File: src/rtl/mem_image_loader.sv
// mem_image_loader: boot-time image writer for the CPU's unified memory.
// Parses framed bytes (A5, CMD, LEN_HI, LEN_LO, LEN*4 payload bytes, MSB
// first), writes big-endian words into the text or data segment, and
// releases the CPU from reset when the DONE command (CMD=FF) arrives.
// Optional build macro CHECKSUM_EN: each text/data frame with LEN>0 carries
// one trailing XOR-of-payload byte, checked in a CHECK state after the last
// write. A LEN=0 frame ends at LEN_LO and carries no checksum byte.
module mem_image_loader #(
  parameter int             AW        = 16,
  parameter logic [AW-1:0]  TEXT_BASE = AW'(16'h0000),
  parameter logic [AW-1:0]  DATA_BASE = AW'(16'h2000),
  parameter logic [15:0]    MAX_WORDS = 16'h0FFF
) (
  input  logic          clk,
  input  logic          reset_n,
  input  logic          in_valid,
  input  logic [7:0]    in_data,
  output logic          in_ready,
  output logic          mem_we,
  output logic [AW-1:0] mem_addr,
  output logic [31:0]   mem_wdata,
  output logic          cpu_run,
  output logic          busy,
  output logic          err,
  output logic [15:0]   words_written
);

  typedef enum logic [2:0] {
    S_IDLE, S_CMD, S_LEN_HI, S_LEN_LO, S_PAYLOAD, S_WRITE, S_CHECK, S_DONE
  } state_t;

  state_t        state_q, state_d;
  logic          live_q;     // low for the first cycle after reset release
  logic [AW-1:0] ptr_q;
  logic [15:0]   rem_q;
  logic [1:0]    bcnt_q;
  logic [31:0]   word_q;
  logic [7:0]    lenhi_q;
  logic          err_q;
  logic [15:0]   wcnt_q;
  logic          err_set;
  logic          acc;
  logic [15:0]   len;
`ifdef CHECKSUM_EN
  logic [7:0]    csum_q;
`endif

  assign acc = in_valid && in_ready;
  assign len = {lenhi_q, in_data};

  // Output decode; memory-side fields come straight from the datapath regs
  always_comb begin
    in_ready      = live_q && (state_q != S_WRITE) && (state_q != S_DONE);
    mem_we        = (state_q == S_WRITE);
    mem_addr      = ptr_q;
    mem_wdata     = word_q;
    cpu_run       = (state_q == S_DONE);
    busy          = (state_q != S_IDLE) && (state_q != S_DONE);
    err           = err_q;
    words_written = wcnt_q;
  end

  // Next-state and error detection; only accepted bytes advance the parser
  always_comb begin
    state_d = state_q;
    err_set = 1'b0;
    case (state_q)
      S_IDLE: if (acc) begin
        if (in_data == 8'hA5) state_d = S_CMD;
        else                  err_set = 1'b1;
      end
      S_CMD: if (acc) begin
        case (in_data)
          8'h00, 8'h01: state_d = S_LEN_HI;
          8'hFF:        state_d = S_DONE;
          default: begin
            err_set = 1'b1;
            state_d = S_IDLE;
          end
        endcase
      end
      S_LEN_HI: if (acc) state_d = S_LEN_LO;
      S_LEN_LO: if (acc) begin
        if (len == 16'd0) state_d = S_IDLE;
        else if (len > MAX_WORDS) begin
          err_set = 1'b1;
          state_d = S_IDLE;
        end else state_d = S_PAYLOAD;
      end
      S_PAYLOAD: if (acc && bcnt_q == 2'd3) state_d = S_WRITE;
`ifdef CHECKSUM_EN
      S_WRITE: state_d = (rem_q != 16'd1) ? S_PAYLOAD : S_CHECK;
      S_CHECK: if (acc) begin
        if (in_data != csum_q) err_set = 1'b1;
        state_d = S_IDLE;
      end
`else
      S_WRITE: state_d = (rem_q != 16'd1) ? S_PAYLOAD : S_IDLE;
`endif
      S_DONE:  state_d = S_DONE;
      default: state_d = S_IDLE;
    endcase
  end

  // State register and the one-cycle post-reset ready holdoff
  always_ff @(posedge clk or negedge reset_n) begin
    if (!reset_n) begin
      state_q <= S_IDLE;
      live_q  <= 1'b0;
    end else begin
      state_q <= state_d;
      live_q  <= 1'b1;
    end
  end

  // Datapath: segment pointer, length, word assembly and counters
  always_ff @(posedge clk or negedge reset_n) begin
    if (!reset_n) begin
      ptr_q   <= '0;
      rem_q   <= '0;
      bcnt_q  <= '0;
      word_q  <= '0;
      lenhi_q <= '0;
      err_q   <= 1'b0;
      wcnt_q  <= '0;
`ifdef CHECKSUM_EN
      csum_q  <= '0;
`endif
    end else begin
      if (err_set) err_q <= 1'b1;
      if (acc) begin
        case (state_q)
          S_CMD:    ptr_q   <= (in_data == 8'h01) ? DATA_BASE : TEXT_BASE;
          S_LEN_HI: lenhi_q <= in_data;
          S_LEN_LO: begin
            rem_q  <= len;
            bcnt_q <= 2'd0;
`ifdef CHECKSUM_EN
            csum_q <= 8'h00;
`endif
          end
          S_PAYLOAD: begin
            word_q <= {word_q[23:0], in_data};
            bcnt_q <= bcnt_q + 2'd1;
`ifdef CHECKSUM_EN
            csum_q <= csum_q ^ in_data;
`endif
          end
          default: ;
        endcase
      end
      if (state_q == S_WRITE) begin
        ptr_q <= ptr_q + AW'(1);
        rem_q <= rem_q - 16'd1;
        if (wcnt_q != 16'hFFFF) wcnt_q <= wcnt_q + 16'd1;
      end
    end
  end

endmodule

File: config.mk
export PLATFORM = sky130hd
export DESIGN_NAME = mem_image_loader
export DESIGN_NICKNAME = d
export VERILOG_FILES = /design/src/rtl/mem_image_loader.sv
export SDC_FILE = /design/constraint.sdc
export NUM_CORES = 1
export LEC_CHECK = 0
export CORE_MARGIN = 2
export CORE_UTILIZATION = 50
export CTS_CLUSTER_SIZE = 14
export DETAILED_ROUTE_END_ITERATION = 10
export HOLD_SLACK_MARGIN = 0.06
export PLACE_DENSITY = 0.79
export REMOVE_ABC_BUFFERS = 1
export SYNTH_ARGS = -nofsm -noshare
export SYNTH_HDL_FRONTEND = slang
export SYNTH_SLANG_ARGS = --single-unit
export TNS_END_PERCENT = 1
File: constraint.sdc
create_clock -name clk -period 3.1 [get_ports clk]
set_clock_uncertainty 0.1 [all_clocks]
set_input_delay 0.31 -clock clk [delete_from_list [all_inputs] [get_ports clk]]
set_output_delay 0.31 -clock clk [all_outputs]
set_load 0.01 [all_outputs]
==> flow_summary.json, run 1 <==
{
  "antenna_found_initial": 0,
  "drv_slew": 0,
  "synthTopCellsByArea": "dfrtp_1 (54%), mux2_2 (10%), nor2_1 (4.1%)",
  "synth_top_cell_area_share_pct": 53.7,
  "cts_buffer_depth": 2,
  "gp_congestion": 0.845,
  "synthFlopType": "dfrtp_1",
  "syn2layout_area_growth_pct": 27.2,
  "die_h_um": 98.1,
  "grt_pass1_wl_um": 16600,
  "synth_top_area_cell": "dfrtp_1",
  "nFillCells": 705,
  "r2r-start": "rem_q[5]",
  "gr-usage-all-layers_pct": 21.2,
  "setup_viol_count_final": 0,
  "period_needed_ps": 2570,
  "seq_area_frac_synth_pct": 53.7,
  "gr-max-usage-layer": "met2",
  "wirelength_um": 9600,
  "hold-worst-slack_ps": 400,
  "hold_depth": 2,
  "yosys_warnings": 0,
  "reg2reg_depth": 5,
  "vias_per_cell": 5.71,
  "end_kind": "primary output",
  "synth.avg_cell_area_sq_um": 10.9,
  "grt_pass1_vias": 3447,
  "path_class": "reg2out",
  "timing.rr.end": "rem_q[14]",
  "startpoint_type": "flop",
  "hpwl_um": 6800,
  "cts.sinks": 95,
  "ios": 80,
  "initial_utilization_pct": 51.3,
  "min_to": "err",
  "async_reset_ff_share_pct": 100,
  "synth-edff-count": 0,
  "cts_setup_buffers": 0,
  "dr.pass1.iters": 4,
  "grtUsageMet3_pct": 5.65,
  "tritoncts": "yes",
  "critPathRequiredTime_ps": 2690,
  "htree_levels": 3,
  "maxCapViolations": 0,
  "layout_commonest_cell": "dfrtp_1",
  "fmax_ghz": 0.389,
  "io_buffers": 79,
  "clk_latency_ps": 360,
  "period_share_pct": 83.0,
  "ir_worst_vdd_mv": 0.335,
  "nets": 507,
  "status": "completed",
  "grt_max_degree": 64,
  "rsz0062_at_grt": "false",
  "overflow": 0,
  "path_cells": "nand3b_1, inv_1, clkdlybuf4s50_1",
  "slowest_delay_ps": 650,
  "setup-tns-final_ps": 0,
  "cts_hold_buf": 1,
  "grt_use_met1_pct": 28.3,
  "ys_ff_latch": 95,
  "synth.cell_area_sq_mm": 0.00443,
  "dieArea_sq_mm": 0.00963,
  "finalHoldViolCount": 0,
  "clk_pin_slew_ps": 90,
  "met2_usage_pct": 33.5,
  "ant_nets": 0,
  "n_antenna_cell": 0,
  "critical_path.startpoint": "state_q[2]",
  "crit_arrival_ps": 2160,
  "avgRoutedWirePerCell_um": 15.9,
  "first_iter_violations": 155,
  "syn_inst": 406,
  "holdCritStartpoint": "err",
  "rrSetupSlack_ps": 750,
  "final_cell_mix": "dfrtp_1 (95), clkdlybuf4s50_1 (78), nor2_1 (48)",
  "cts_resized": 0,
  "worstMarginPinSlew_ps": 781,
  "drive_gt1_share_pct": 15.3,
  "leakage_nw": 2.51,
  "rows": 34,
  "worstHoldPathType": "reg2reg",
  "ys_types": 53,
  "fp.dieW_um": 98.1,
  "crit_slowest_cell": "dfrtp_1",
  "clock-root-buffer": "clkbuf_8",
  "cp_max_fo": 17,
  "powerDensity_mw_per_mm2": 554,
  "drc": 0,
  "slew_headroom_pct": 46.6,
  "cts_made_buffers": 9,
  "vias": 3446,
  "core_region_area_sq_mm": 0.00864
}
## synth_stat cells, types with 2 or more instances
cell and count:
a211oi_1 4, a21oi_1 11, a221o_1 2, a22o_1 2, a311oi_1 2, and2_1 2
and3_1 6, and4_1 4, clkbuf_1 14, dfrtp_1 95, ha_1 5, inv_1 10
mux2_2 41, mux2i_1 2, nand2_1 32, nand2b_1 3, nand3_1 21, nand3b_1 2
nand4_1 8, nor2_1 48, nor2b_1 2, nor3_1 8, nor4_1 5, o211ai_1 3
o21a_1 3, o21ai_0 6, o221a_2 4, o311ai_0 2, or2_2 2, or3_1 3
or4_1 6, xnor2_1 9, xor2_1 19
## area by class of cell
class	instances	area (sq um)	share of cell area (%)
Clock inverter	6	115	2.04
Tap cell	108	135	2.40
Inverter	10	37.5	0.666
Multi-Input combinational cell	286	1960	34.8
Clock buffer	10	128	2.27
Sequential cell	95	2380	42.2
Timing Repair Buffer	89	878	15.6
## worst max-delay path by stage
stage | endpoint | slack, ps | cells past startpoint
after CTS | mem_we | 540 | 3
after global placement | err | 690 | 7
final | mem_we | 530 | 3
after detailed placement | err | 580 | 7
after floorplan | rem_q[9] | 690 | 6
after global routing | mem_we | 380 | 3
## power by group
part / switching, mW / internal [mW] / leakage, nW
logic: 0.236 / 0.351 / 1.14
registers: 0.150 / 1.40 / 1.25
clock network: 0.441 / 0.542 / 0.117
total: 0.827 / 2.29 / 2.51
## cell families after synthesis
kind of cell             after synthesis  synth area share [%]
XOR/XNOR                              28                  5.54
adder cells (fa/ha/maj)                5                  1.41
multiplexers                          43                  10.9
AO/OA/AOI/OAI                         54                  9.07
flip-flops                            95                  53.7
buffers and inverters                 25                  2.15
other                                  1                0.0847
AND/OR/NAND/NOR                      155                  17.2
## critical path, delay by kind of cell (launching register included)
| kind | cells | cell delay (ps) |
|---|---|---|
| buffers and inverters | 2 | 950 |
| DFF | 1 | 650 |
| and+or+nand+nor | 1 | 210 |
## routing by layer
layer	vias up	share of wire [%]
li1	1620	-
met1	1714	44
met2	90	49
met3	22	5.0
met4	0	2.0
met5	-	0
## per-stage QoR
| stage | power, mW | utilization, % | area, sq um | cells | worst slack [ps] |
|---|---|---|---|---|---|
| detailed placement | 2.17 | 62.3 | 5380 | 587 | 576 |
| global route | 3.27 | 65.2 | 5630 | 604 | 385 |
| CTS | 3.15 | 65.2 | 5630 | 604 | 535 |
| global placement | 2.14 | 62.3 | 5380 | 587 | 692 |
| floorplan | 1.80 | - | 4370 | 391 | 692 |
| finish | 3.12 | 65.2 | 5630 | 604 | 527 |
## state kept, by name, summed over array words and instances, names as in the netlist
name	count
state_q	3
words_written	16
live_q	1
mem_addr	16
rem_q	16
mem_wdata	32
err	1
lenhi_q	8
bcnt_q	2
(Power assumes the default switching activity.)
==> run 2, diff against run 1 <==
==> constraint.sdc (replaced) <==
create_clock -name clk -period 2.6 [get_ports clk]
set_clock_uncertainty 0.1 [all_clocks]
set_input_delay 0.26 -clock clk [delete_from_list [all_inputs] [get_ports clk]]
set_output_delay 0.26 -clock clk [all_outputs]
set_load 0.01 [all_outputs]
==> run 2 against run 1 <==
Global-route usage shrank 0.24 points. Non-clock buffer count grew 9. Worst hold slack lost 99 ps. Clock power grew 13%. Core utilization grew 0.78 points. Routed wire length shrank 0.33%. Sequential power grew 19%. Critical path depth grew 2. Sequential share of layout area shrank 0.50 points. Clock-buffer cell count is the same. Register-to-register slack lost 510 ps. Largest cell class unchanged. Largest power group unchanged.
==> flow_summary.json, run 2 (synthesis results as in run 1) <==
{
  "cts_made_buffers": 9,
  "tritoncts": "yes",
  "htree_levels": 3,
  "ios": 80,
  "maxCapViolations": 0,
  "vias_per_cell": 5.60,
  "cts_setup_buffers": 0,
  "fin_area_sq_mm": 0.00570,
  "grt_pass1_vias": 3455,
  "cts.sinks": 95,
  "status": "completed",
  "slowest_delay_ps": 570,
  "layout_commonest_cell": "dfrtp_1",
  "grt_pass1_wl_um": 16500,
  "fmax_ghz": 0.424,
  "worstMarginPinSlew_ps": 617,
  "avgRoutedWirePerCell_um": 15.6,
  "critPathRequiredTime_ps": 2810,
  "placed_cells": 596,
  "ant_nets": 0,
  "leakage_nw": 2.55,
  "n_antenna_cell": 0,
  "largest_reg_flops": 32,
  "nets": 516,
  "postPlaceCellArea_sq_mm": 0.00546,
  "end_kind": "flop",
  "io_buffers": 79,
  "timing.rr.end": "rem_q[14]",
  "grt_max_degree": 41,
  "dieArea_sq_mm": 0.00963,
  "cts_buffer_depth": 2,
  "layout.cells.non_filler": 613,
  "setup_viol_count_final": 0,
  "clk_pin_slew_ps": 90,
  "syn2layout_area_growth_pct": 28.7,
  "path_cells": "or2_4, or4_1, or4_4, or3_1, nand3_1",
  "wirelength_um": 9570,
  "reg2reg_depth": 5,
  "initial_utilization_pct": 51.3,
  "fp.dieW_um": 98.1,
  "antenna_found_initial": 0,
  "drive_gt1_share_pct": 17.0,
  "drc": 0,
  "ir_worst_vdd_mv": 0.413,
  "cp_max_fo": 8,
  "finalHoldViolCount": 0,
  "rsz0062_at_grt": "false",
  "slew_headroom_pct": 58.7,
  "rows": 34,
  "critical_path.startpoint": "rem_q[5]",
  "core_region_area_sq_mm": 0.00864,
  "clock-root-buffer": "clkbuf_8",
  "die_h_um": 98.1,
  "period_needed_ps": 2360,
  "setup-tns-final_ps": 0,
  "powerDensity_mw_per_mm2": 641,
  "r2r-start": "rem_q[5]",
  "clk_latency_ps": 370,
  "final_cell_mix": "dfrtp_1 (95), clkdlybuf4s50_1 (78), nor2_1 (48)",
  "gr-usage-all-layers_pct": 20.9,
  "drv_slew": 0,
  "period_share_pct": 90.7,
  "first_iter_violations": 213,
  "gp_congestion": 0.921,
  "rrSetupSlack_ps": 240,
  "path_class": "reg2reg",
  "dr.pass1.iters": 4,
  "startpoint_type": "flop",
  "crit_arrival_ps": 2560,
  "total_power_mw": 3.65,
  "hpwl_um": 6790,
  "worstHoldPathType": "in2async",
  "overflow": 0,
  "vias": 3433,
  "crit_slowest_cell": "or4_1"
}
-- run 2: layout make-up --
cell class / instances / area [sq um]
fillers: 680 / 2940
clock buffers: 10 / 138
multi-input cells: 286 / 1960
flip-flops and latches: 95 / 2380
repair buffers: 98 / 958
inverters: 10 / 37.5
well taps: 108 / 135
clock inverters: 6 / 92.6
-- run 2: through the flow --
stage / worst slack [ps] / hold WS [ps] / util, %
6_report: 243 / 302 / 66.0
5_1_grt: 132 / 346 / 66.0
4_1_cts: 249 / 312 / 66.0
3_5_place_dp: 278 / 166 / 63.2
3_3_place_gp: 324 / 159 / 63.2
2_1_floorplan: 192 / -136 / -
-- run 2: worst max path at each step --
| stage | cells after the start | to |
|---|---|---|
| after floorplan | 6 | rem_q[9] |
| after global placement | 5 | rem_q[14] |
| after detailed placement | 5 | rem_q[14] |
| after CTS | 5 | rem_q[14] |
| after global routing | 3 | mem_we |
| final | 5 | rem_q[14] |
-- run 2: worst max-delay path: cells and delay by family, from the launching register on --
| family | cells | cell delay [ps] |
|---|---|---|
| simple gates | 5 | 1780 |
| flops | 1 | 410 |
-- run 2: metal layers --
| metal | track usage [%] | part of all wire [%] | vias to the layer above |
|---|---|---|---|
| li1 | - | - | 1637 |
| met1 | 28.5 | 45 | 1704 |
| met2 | 33.6 | 49 | 78 |
| met3 | 4.08 | 4.5 | 14 |
| met4 | 7.80 | 1.5 | 0 |
| met5 | 0 | 0 | - |
-- run 2: repair_timing --
action | in CTS | in global routing
hold buffers | 1 | 0
gates resized for setup | 0 | 0
endpoints found under the hold margin | 38 | 0
-- run 2: report_power, final --
group / internal (mW) / switching (mW)
Clock: 0.573 / 0.532
Combinational: 0.420 / 0.277
Sequential: 1.67 / 0.181
==> run 3, diff against run 2 <==
--- a/config.mk
+++ b/config.mk
@@ -9,6 +9,7 @@
 export CORE_UTILIZATION = 50
 export CTS_CLUSTER_SIZE = 14
 export DETAILED_ROUTE_END_ITERATION = 10
+export GPL_TIMING_DRIVEN = 0
 export HOLD_SLACK_MARGIN = 0.06
 export PLACE_DENSITY = 0.79
 export REMOVE_ABC_BUFFERS = 1
==> run 3 against run 2 <==
Clock power down 12%. Via count shrank 1.5%. Register-to-register slack got worse by 70 ps.
==> flow_summary.json, run 3 (synthesis results as in run 1) <==
{
  "postPlaceCellArea_sq_mm": 0.00533,
  "worstMarginPinSlew_ps": 888,
  "grt_pass1_wl_um": 16400,
  "fmax_ghz": 0.401,
  "rsz0062_at_grt": "false",
  "final_cell_mix": "dfrtp_1 (93), clkdlybuf4s50_1 (78), nor2_1 (48)",
  "antenna_found_initial": 0,
  "io_buffers": 79,
  "dieArea_sq_mm": 0.00963,
  "first_iter_violations": 167,
  "drive_gt1_share_pct": 14.9,
  "slew_headroom_pct": 39.3,
  "clk_latency_ps": 360,
  "avgRoutedWirePerCell_um": 15.9,
  "fin_area_sq_mm": 0.00555,
  "n_antenna_cell": 0,
  "clk_pin_slew_ps": 90,
  "gp_congestion": 0.839,
  "grt_max_degree": 60,
  "die_h_um": 98.1,
  "leakage_nw": 2.44,
  "vias_per_cell": 5.66,
  "hold-worst-slack_ps": 295,
  "largest_reg_flops": 32,
  "powerDensity_mw_per_mm2": 634,
  "startpoint_type": "flop",
  "htree_levels": 3,
  "drc": 0,
  "clock-root-buffer": "clkbuf_8",
  "tritoncts": "yes",
  "vias": 3382,
  "setup-tns-final_ps": 0,
  "period_share_pct": 96.0,
  "hpwl_um": 6670,
  "layout_commonest_cell": "dfrtp_1",
  "ir_worst_vdd_mv": 0.404,
  "worstHoldPathType": "in2async",
  "core_region_area_sq_mm": 0.00864,
  "wirelength_um": 9490,
  "cts_made_buffers": 9,
  "path_class": "reg2out",
  "r2r-start": "state_q[1]",
  "nets": 500,
  "crit_slowest_cell": "clkdlybuf4s50_1",
  "cp_max_fo": 17,
  "path_cells": "nand3b_1, clkinvlp_4, clkdlybuf4s50_1",
  "cts.sinks": 95,
  "status": "completed",
  "end_kind": "primary output",
  "grt_pass1_vias": 3400,
  "crit_arrival_ps": 2140,
  "initial_utilization_pct": 51.3,
  "dp_slack_ps": -431,
  "setup_viol_count_final": 0,
  "slowest_delay_ps": 590,
  "rows": 34,
  "period_needed_ps": 2500,
  "fp.dieW_um": 98.1,
  "syn2layout_area_growth_pct": 25.4,
  "critPathRequiredTime_ps": 2240,
  "maxCapViolations": 0,
  "worst_slack_ps": 103,
  "critical_path.startpoint": "state_q[1]",
  "finalHoldViolCount": 0,
  "dr.pass1.iters": 4,
  "overflow": 0,
  "cts_buffer_depth": 2,
  "ant_nets": 0,
  "reg2reg_depth": 5,
  "drv_slew": 0,
  "gr-usage-all-layers_pct": 20.9,
  "ios": 80
}
## run 3: cell types whose count changed in the layout (fill, tap and decap cells not counted), moves of 2 or more
cell / delta
dfrtp_1: -2
buf_12: -2
buf_4: -15
dfrtp_2: +2
## run 3: worst max-delay path: cells and delay by family (launching register included)
kind	cells	cell delay (ps)
and+or+nand+nor	1	270
DFF	1	570
buffers and inverters	2	930
## run 3: layout make-up
class,count,area (sq um)
Clock inverter,6,68.8
Tap cell,108,135
Inverter,10,41.3
Fill cell,714,3080
Timing Repair Buffer,82,833
Sequential cell,95,2380
Multi-Input combinational cell,286,1970
Clock buffer,10,128
## run 3: per-layer routing
metal / track usage [%] / up-vias / wire (um)
met4: 7.59 / 0 / 149
li1: - / 1610 / -
met3: 3.51 / 10 / 379
met2: 34.7 / 80 / 4820
met5: 0 / - / 0
met1: 27.9 / 1682 / 4140
## run 3: per-stage QoR
step	power, mW	std cells	util (%)
final	3.52	597	64.3
after global routing	3.70	597	64.3
after CTS	3.55	597	64.3
after detailed placement	2.58	579	61.7
after global placement	2.54	578	61.3
after floorplan	2.15	391	-
## run 3: path summary, 6_finish.rpt
check / to / slack, ps
hold / removal: mem_wdata[19] / 300
setup / recovery: mem_we / 100
min in group clk: err / 370
setup reg to reg: rem_q[6] / 170
max in group asynchronous: state_q[2] / 1460
hold reg to reg: err / 370
## run 3: repair_timing
| action | CTS | global route |
|---|---|---|
| hold endpoints to repair | 36 | 0 |
| setup endpoints to repair | 13 | 2 |
| hold buffers | 1 | 0 |
| setup buffers | 1 | 0 |
| cloned | 0 | 0 |
| pin swaps | 1 | 0 |
| gates resized for setup | 3 | 1 |
## run 3: power by group
| part | total (mW) | internal (mW) | switching [mW] |
|---|---|---|---|
| logic | 0.698 | 0.417 | 0.281 |
| clock network | 0.978 | 0.452 | 0.526 |
| registers | 1.84 | 1.67 | 0.174 |
| total | 3.52 | 2.54 | 0.981 |
